--- src/rtl/serial_subtractor.sv ---
// Bit-serial W-bit subtractor: one full-subtractor cell plus a borrow flop,
// processing LSB-first under a start/busy/done handshake.
module serial_subtractor #(
  parameter int unsigned W = 8
) (
  input  logic         clk,
  input  logic         rst_n,
  input  logic         start,
  input  logic [W-1:0] a,
  input  logic [W-1:0] b,
  output logic         busy,
  output logic         done,
  output logic [W-1:0] diff,
  output logic         borrow
);

  localparam int unsigned CNT_W = $clog2(W) + 1;

  typedef enum logic [1:0] {
    IDLE  = 2'd0,
    SHIFT = 2'd1,
    DONE  = 2'd2
  } state_t;

  state_t           state;
  logic [W-1:0]     sa;
  logic [W-1:0]     sb;
  logic [W-1:0]     res;
  logic             bq;
  logic [CNT_W-1:0] cnt;

  // Full-subtractor cell on the operand LSBs and the running borrow
  logic d_c;
  logic bo_c;
  assign d_c  = sa[0] ^ sb[0] ^ bq;
  assign bo_c = (~sa[0] & sb[0]) | (~(sa[0] ^ sb[0]) & bq);

  always_ff @(posedge clk or negedge rst_n) begin
    if (!rst_n) begin
      state  <= IDLE;
      busy   <= 1'b0;
      done   <= 1'b0;
      diff   <= '0;
      borrow <= 1'b0;
      sa     <= '0;
      sb     <= '0;
      res    <= '0;
      bq     <= 1'b0;
      cnt    <= '0;
    end else begin
      case (state)
        // DONE accepts a new request exactly like IDLE so back-to-back ops have no gap
        IDLE, DONE: begin
          done <= 1'b0;
          if (start) begin
            sa    <= a;
            sb    <= b;
            res   <= '0;
            bq    <= 1'b0;
            cnt   <= '0;
            busy  <= 1'b1;
            state <= SHIFT;
          end else begin
            state <= IDLE;
          end
        end
        SHIFT: begin
          res <= {d_c, res[W-1:1]};
          sa  <= sa >> 1;
          sb  <= sb >> 1;
          bq  <= bo_c;
          cnt <= cnt + CNT_W'(1);
          if (cnt == CNT_W'(W - 1)) begin
            diff   <= {d_c, res[W-1:1]};
            borrow <= bo_c;
            busy   <= 1'b0;
            done   <= 1'b1;
            state  <= DONE;
          end
        end
        default: begin
          busy  <= 1'b0;
          done  <= 1'b0;
          state <= IDLE;
        end
      endcase
    end
  end

endmodule

--- config.mk ---
export PLATFORM = sky130hd
export DESIGN_NAME = serial_subtractor
export DESIGN_NICKNAME = d
export VERILOG_FILES = /design/src/rtl/serial_subtractor.sv
export SDC_FILE = /design/constraint.sdc
export NUM_CORES = 1
export LEC_CHECK = 0
export CAP_MARGIN = 20
export CORE_ASPECT_RATIO = 0.8
export CORE_MARGIN = 3
export CORE_UTILIZATION = 25
export DETAILED_ROUTE_END_ITERATION = 8
export GPL_ROUTABILITY_DRIVEN = 1
export PLACE_DENSITY_LB_ADDON = 0.1
export SLEW_MARGIN = 15
export SYNTH_ARGS = -nofsm -noshare
export SYNTH_HDL_FRONTEND = slang
export SYNTH_SLANG_ARGS = --single-unit
--- constraint.sdc ---
create_clock -name clk -period 1.7 [get_ports clk]
set_clock_uncertainty 0.15 [all_clocks]
set_input_delay 0.51 -clock clk [delete_from_list [all_inputs] [get_ports clk]]
set_output_delay 0.51 -clock clk [all_outputs]
set_load 0.1 [all_outputs]
==> metrics, run 1 <==
Post-Route WL roughly 3.6 mm; largest family of logic cells by synthesized area compound AO/OA/AOI/OAI gates; placed cells 230; total die area around 0.0076 sq mm; RSZ-0062 raised after global routing no; Max VDD drop approximately 490 uV; Post-DP HPWL between 2 and 2.5 mm; XOR/XNOR Fraction of Synth Area 0.5339%; Via density between 4 and 5; Rows 25; Clk pin slew, worst setup/hold paths around 0.070 ns; Post-Route M1 WL 1.785 mm; initial antenna violation count 0; mean post-synth cell area 13.90 sq um; Netlist cell types 24; top sig layer met4; flop and latch count out of synthesis 40; final setup fails 0; n_diodes 0; pre-CTS setup slack -0.4223 ns; Worst-Margin Slew 0.3323 ns; drt pass-1 iters 4; Hold Fails Final Rpt 0; final instance area between 0.002 and 0.0025 sq mm; Reg2Reg Setup Slack 0.12 ns; maxcap violations 0; Worst R2R Path Depth 5; Synth Area in Simple Gates about 5.4%; drt wl/cell ~15 microns; Slew HR 77.79%; Synth Area in Compound Gates a little over a fifth; wire length on met2 between 1.5 and 2 mm; Num CTS Buffers 5; Hold Crit Class in -> async; DRC 0; # hold bufs at CTS 0; CTS tree yes; CTS root buffer clkbuf_8; fmax 0.6063 GHz; CTS Sinks 40; Crit path required time 1.73 ns; final cell utilization of the core 37.98%; Post-Syn Area around 0.0016 sq mm; largest net degree at the start of global routing 41; routability cong. roughly 0.69; leakage power 1.114 nW; Post-Layout Cell Count 240; outcome complete, no violations; post-synthesis mux area share under 10%; die width 96.56 microns; Crit Path Max Fanout 8; final net count 180; Syn Nets approximately 140; number of global-route vias before repair roughly 1.2k; gr usage total approximately a tenth; smallest hold slack 0.02335 ns; share of post-route cells with drive strength above 1 around a quarter; post-synthesis sequential area ratio 61.02%; port bufs 29; crit path DAT 1.68 ns; Core Area around 0.006 sq mm; Synth Area in Adders under 10%; DR iter-0 viols 43; clock latency on the worst-skew pair 0.29 ns; fin crit share 97.02%; Detail Route Antenna Nets 0; Placed Area between 0.002 and 0.0025 sq mm; Setup Crit Path Kind in -> reg; CTS Buffer Depth 2; IO Pins 30; minimum clock period after layout 1.649 ns; r2r startpoint cnt[1]; Max H-tree Level 2; CP Capture Type flip-flop; die height between 70 and 80 microns; Syn Inst Count 118; Starting Density roughly 27%; PnR worst setup slack 0.05063 ns; Critical Path Source Type input port; Power Density 2111 mW/mm^2; Overflow after GRT 0; Area Overhead vs Synth 41.95%; met3 wire length between 100 and 150 microns; Worst R2R End diff[4]; routed vias approximately 1.1k; first-pass GRT wire length between 6 and 7 mm; fin. max-slew vios 0; Ys Warns 0
## cell usage after synthesis (all sizes together)
| cell | instances | area, sq um |
|---|---|---|
| and2b | 1 | 7.510 |
| mux2 | 8 | 90.08 |
| fa | 1 | 20.02 |
| inv | 2 | 7.510 |
| nand4 | 1 | 6.260 |
| nor3 | 1 | 5.000 |
| a221o | 1 | 10.01 |
| nor2b | 2 | 12.51 |
| a21o | 14 | 105.1 |
| nand2b | 2 | 12.51 |
| o21ai | 2 | 10.01 |
| mux2i | 2 | 20.02 |
| nor2 | 4 | 30.03 |
| nand3b | 2 | 15.01 |
| ha | 1 | 12.51 |
| o2bb2ai | 1 | 8.760 |
| xnor2 | 1 | 8.760 |
| dfrtp | 40 | 1001 |
| buf | 7 | 40.03 |
| a22o | 24 | 210.2 |
| o31ai | 1 | 7.510 |
## state kept, by name, summed over array words and instances (netlist names)
register / cells
diff: 8
sa: 8
sb: 8
res: 7
cnt: 4
state: 2
borrow: 1
bq: 1
busy: 1
## worst max-delay path: stages
cell and delay, ns:
clkdlybuf4s50_1 0.44, and2b_4 0.22, buf_4 0.18, a22o_1 0.19
a21o_1 0.15
## routing by layer
layer,GRT usage [%],vias to the layer above
met5,0,-
met4,4.202,0
met3,3.257,7
met2,15.36,21
met1,14.49,569
li1,-,527
## placed cells by master (no fill, tap or decap)
cell type	count
clkbuf_8	7
dfrtp_4	1
buf_4	8
nand2b_1	1
inv_1	2
buf_2	1
nor2_4	4
and2b_4	1
nor3_1	1
nand4_1	1
buf_6	1
xnor2_1	1
mux2i_1	2
nand3b_1	2
o2bb2ai_1	1
dfrtp_1	39
mux2_2	5
fa_1	1
a21o_1	14
mux2_1	3
clkdlybuf4s50_1	17
buf_12	12
nand2b_4	1
nor2b_1	1
nor2_1	2
o21ai_0	2
o31ai_1	1
a22o_1	24
ha_1	1
nor2b_4	1
a221o_1	1
## report_power, final
| part | internal (mW) | switching, mW |
|---|---|---|
| clock network | 0.361 | 0.318 |
| registers | 1.37 | 0.307 |
| logic | 1.14 | 1.42 |
| total | 2.87 | 2.05 |
## cells by family (layout without fill, tap and decap cells)
kind of cell             Yosys count  in the layout
flip-flops                        40             40
buffers and inverters              9             48
XOR/XNOR                           1              1
multiplexers                      10             10
AND/OR/NAND/NOR                   13             15
AO/OA/AOI/OAI                     43             43
adder cells (fa/ha/maj)            2              2
## metrics by stage
step / total power, mW / setup TNS [ns]
after global placement: 4.142 / -8.621
after floorplan: 3.323 / 0
after detailed placement: 4.198 / -10.38
after CTS: 4.935 / 0
final: 4.916 / 0
after global routing: 5.235 / 0
## worst max path at each step
stage / start / slack, ns / end / cells past startpoint
after CTS: state[1] / 0.002 / cnt[3] / 4
after global placement: start / -0.33 / cnt[1] / 4
after global routing: cnt[1] / 0.01 / diff[2] / 5
after floorplan: state[1] / 0.05 / sb[0] / 5
final: start / 0.05 / sb[1] / 5
after detailed placement: start / -0.42 / sb[7] / 4
## timing repair
| action | in CTS | in global routing |
|---|---|---|
| pin swaps | 1 | 1 |
| endpoints found under the setup margin | 24 | 10 |
| cloned | 1 | 1 |
| setup buffers | 0 | 1 |
| resized for setup | 4 | 2 |
## area by class of cell
class,instances,area (sq um)
Fill cell,613,3802
Tap cell,81,101.3
Sequential cell,40,1005
Multi-Input combinational cell,71,631.9
Timing Repair Buffer,39,486.7
Inverter,2,7.507
Clock buffer,7,96.34
(Power assumes the default switching activity.)
==> inputs of run 2 (changes only) <==
CORE_MARGIN = 2   (was 3)
clock period = 2.05 ns   (was 1.7 ns; I/O delays follow)
==> run 2 against run 1 <==
Net effect: power is 20% lower; critical path depth is 1 lower; highest routed layer unchanged; critical path type unchanged; core utilization is 2.9 points lower.
==> metrics, run 2 (synthesis results as in run 1) <==
outcome complete, no violations; Detail Route Antenna Nets 0 (unchanged); CP Capture Type flip-flop; Post-DP HPWL 2.306 mm (-4.5%); routed vias 1,084 (-3.6%); Core Area 0.006376 sq mm (+4.0%); routability cong. 0.6698 (-2.4%); Slew HR 62.99% (-15 points); fin crit share 92.18%; crit-path cells clkdlybuf4s50_1 -> and2b_1 -> nor2_4 -> a22o_1; r2r startpoint cnt[0]; drt pass-1 iters 4 (unchanged); Max VDD drop 629.9 uV (+29%); CTS Buffer Depth 2 (unchanged); largest net degree at the start of global routing 41 (unchanged); Worst R2R Path Depth 4 (-1); fin. max-slew vios 0 (unchanged); Clk pin slew, worst setup/hold paths 0.08 ns (about the same); first-pass GRT wire length 5.871 mm (-4.7%); drt wl/cell 13.87 microns (-7.7%); minimum clock period after layout ~1.9 ns; Max H-tree Level 2 (unchanged); Via density 4.574 (-2.3%); Overflow after GRT 0 (unchanged); Reg2Reg Setup Slack 0.28 ns (+0.16 ns); fmax 0.5292 GHz; final cell utilization of the core 35.05% (-2.9 points); Worst R2R End diff[5]; TNS Setup 0 ns (unchanged); CTS root buffer clkbuf_8; filler cell count 647 (+5.5%); clock latency on the worst-skew pair 0.29 ns (about the same); number of global-route vias before repair 1,199 (-3.8%); die height 76.45 microns (-2.5%); Worst-Margin Slew 0.5539 ns (+0.2216 ns); Setup Crit Path Kind in -> reg; total die area 0.007229 sq mm (-4.6%); # hold bufs at CTS 0 (unchanged); n_diodes 0 (unchanged); Crit Path Max Fanout 24 (+16); maxcap violations 0 (unchanged); CTS Sinks 40 (unchanged); CTS tree yes; final net count 173 (-3.9%); post_cts resized 0 (-4); DR iter-0 viols 20 (-53%); crit path DAT 1.96 ns (+0.28 ns); most common cell after layout, fill and taps aside dfrtp_1; Pwr Total 3.918 mW (-20%); max incr delay on CP 0.46 ns (+0.02 ns); RSZ-0062 raised after global routing no; most frequent cells in the layout dfrtp_1 (40), a22o_1 (24), clkdlybuf4s50_1 (17); port bufs 29 (unchanged); die width 94.56 microns (-2.1%); Hold Fails Final Rpt 0 (unchanged); leakage power 1.068 nW (-4.1%); largest registers diff: 8 flops, sa: 8 flops, sb: 8 flops; Hold Crit Class in -> async; share of post-route cells with drive strength above 1 20.92% (-5.5 points); Num CTS Buffers 5 (unchanged); CP max-delay cell nor2_4; Starting Density 25.73% (-1.0 points); Power Density 1753 mW/mm^2 (-17%); DRC 0 (unchanged); final setup fails 0 (unchanged); Crit path required time 2.12 ns (+0.39 ns); postcts setup bufs 0 (unchanged); Area Overhead vs Synth 36.23%; Post-Route WL 3.288 mm (-8.9%); IO Pins 30 (unchanged); Rows 26 (+4.0%); initial antenna violation count 0 (unchanged); Critical Path Source Type input port; gr usage total 10.33% (-0.22 points)
==> run 2: per-layer routing <==
metal,GRT usage [%],up-vias,part of all wire (%)
met3,3.066,4,4.2
met2,15.07,19,46
met5,0,-,0
li1,-,508,-
met1,14.40,553,48
met4,3.913,0,1.2
==> run 2: worst max path at each step <==
stage             start      to  cells after the start
2_1_floorplan  state[1]   sa[1]                      5
5_1_grt           start  res[7]                      4
4_1_cts           start  res[7]                      4
3_3_place_gp      start   sb[7]                      4
3_5_place_dp      start  res[7]                      4
6_report          start  res[7]                      4
==> run 2: power breakdown <==
part	internal (mW)	total [mW]	switching (mW)	leakage, nW
Sequential	1.13	1.38	0.247	0.505
Combinational	0.866	2.00	1.13	0.518
Clock	0.273	0.541	0.267	0.0445
==> run 2: metrics by stage <==
step                      worst slack (ns)  hold slack, ns  std cells  cell area (sq um)
after floorplan                    0.05322          0.1694        118               1640
after global placement             -0.1027          0.3079        229               2141
after detailed placement           -0.1594          0.3153        229               2141
after CTS                           0.1344          0.2383        237               2235
after global routing               0.02511          0.2749        237               2235
final                               0.1603          0.2243        237               2235
==> run 2: area by class of cell <==
class,instances,area (sq um),share of cell area [%]
clock buffer,7,86.33,3.863
sequential,40,1001,44.79
inverter,2,7.507,0.3359
clock inverter,1,7.507,0.3359
tap,84,105.1,4.703
multi-input combinational,69,594.3,26.60
timing repair buffer,34,432.9,19.37
==> run 2: worst max-delay path: cells and delay by family <==
kind	cells	cell delay, ns
buffers and inverters	1	0.41
AO/OA/AOI/OAI	1	0.22
AND/OR/NAND/NOR	2	0.71
==> inputs of run 3 (changes only) <==
CTS_CLUSTER_DIAMETER = 60   (was default)
==> results of run 3 <==
The final DEF is identical to that of run 2; final timing and power are the same.
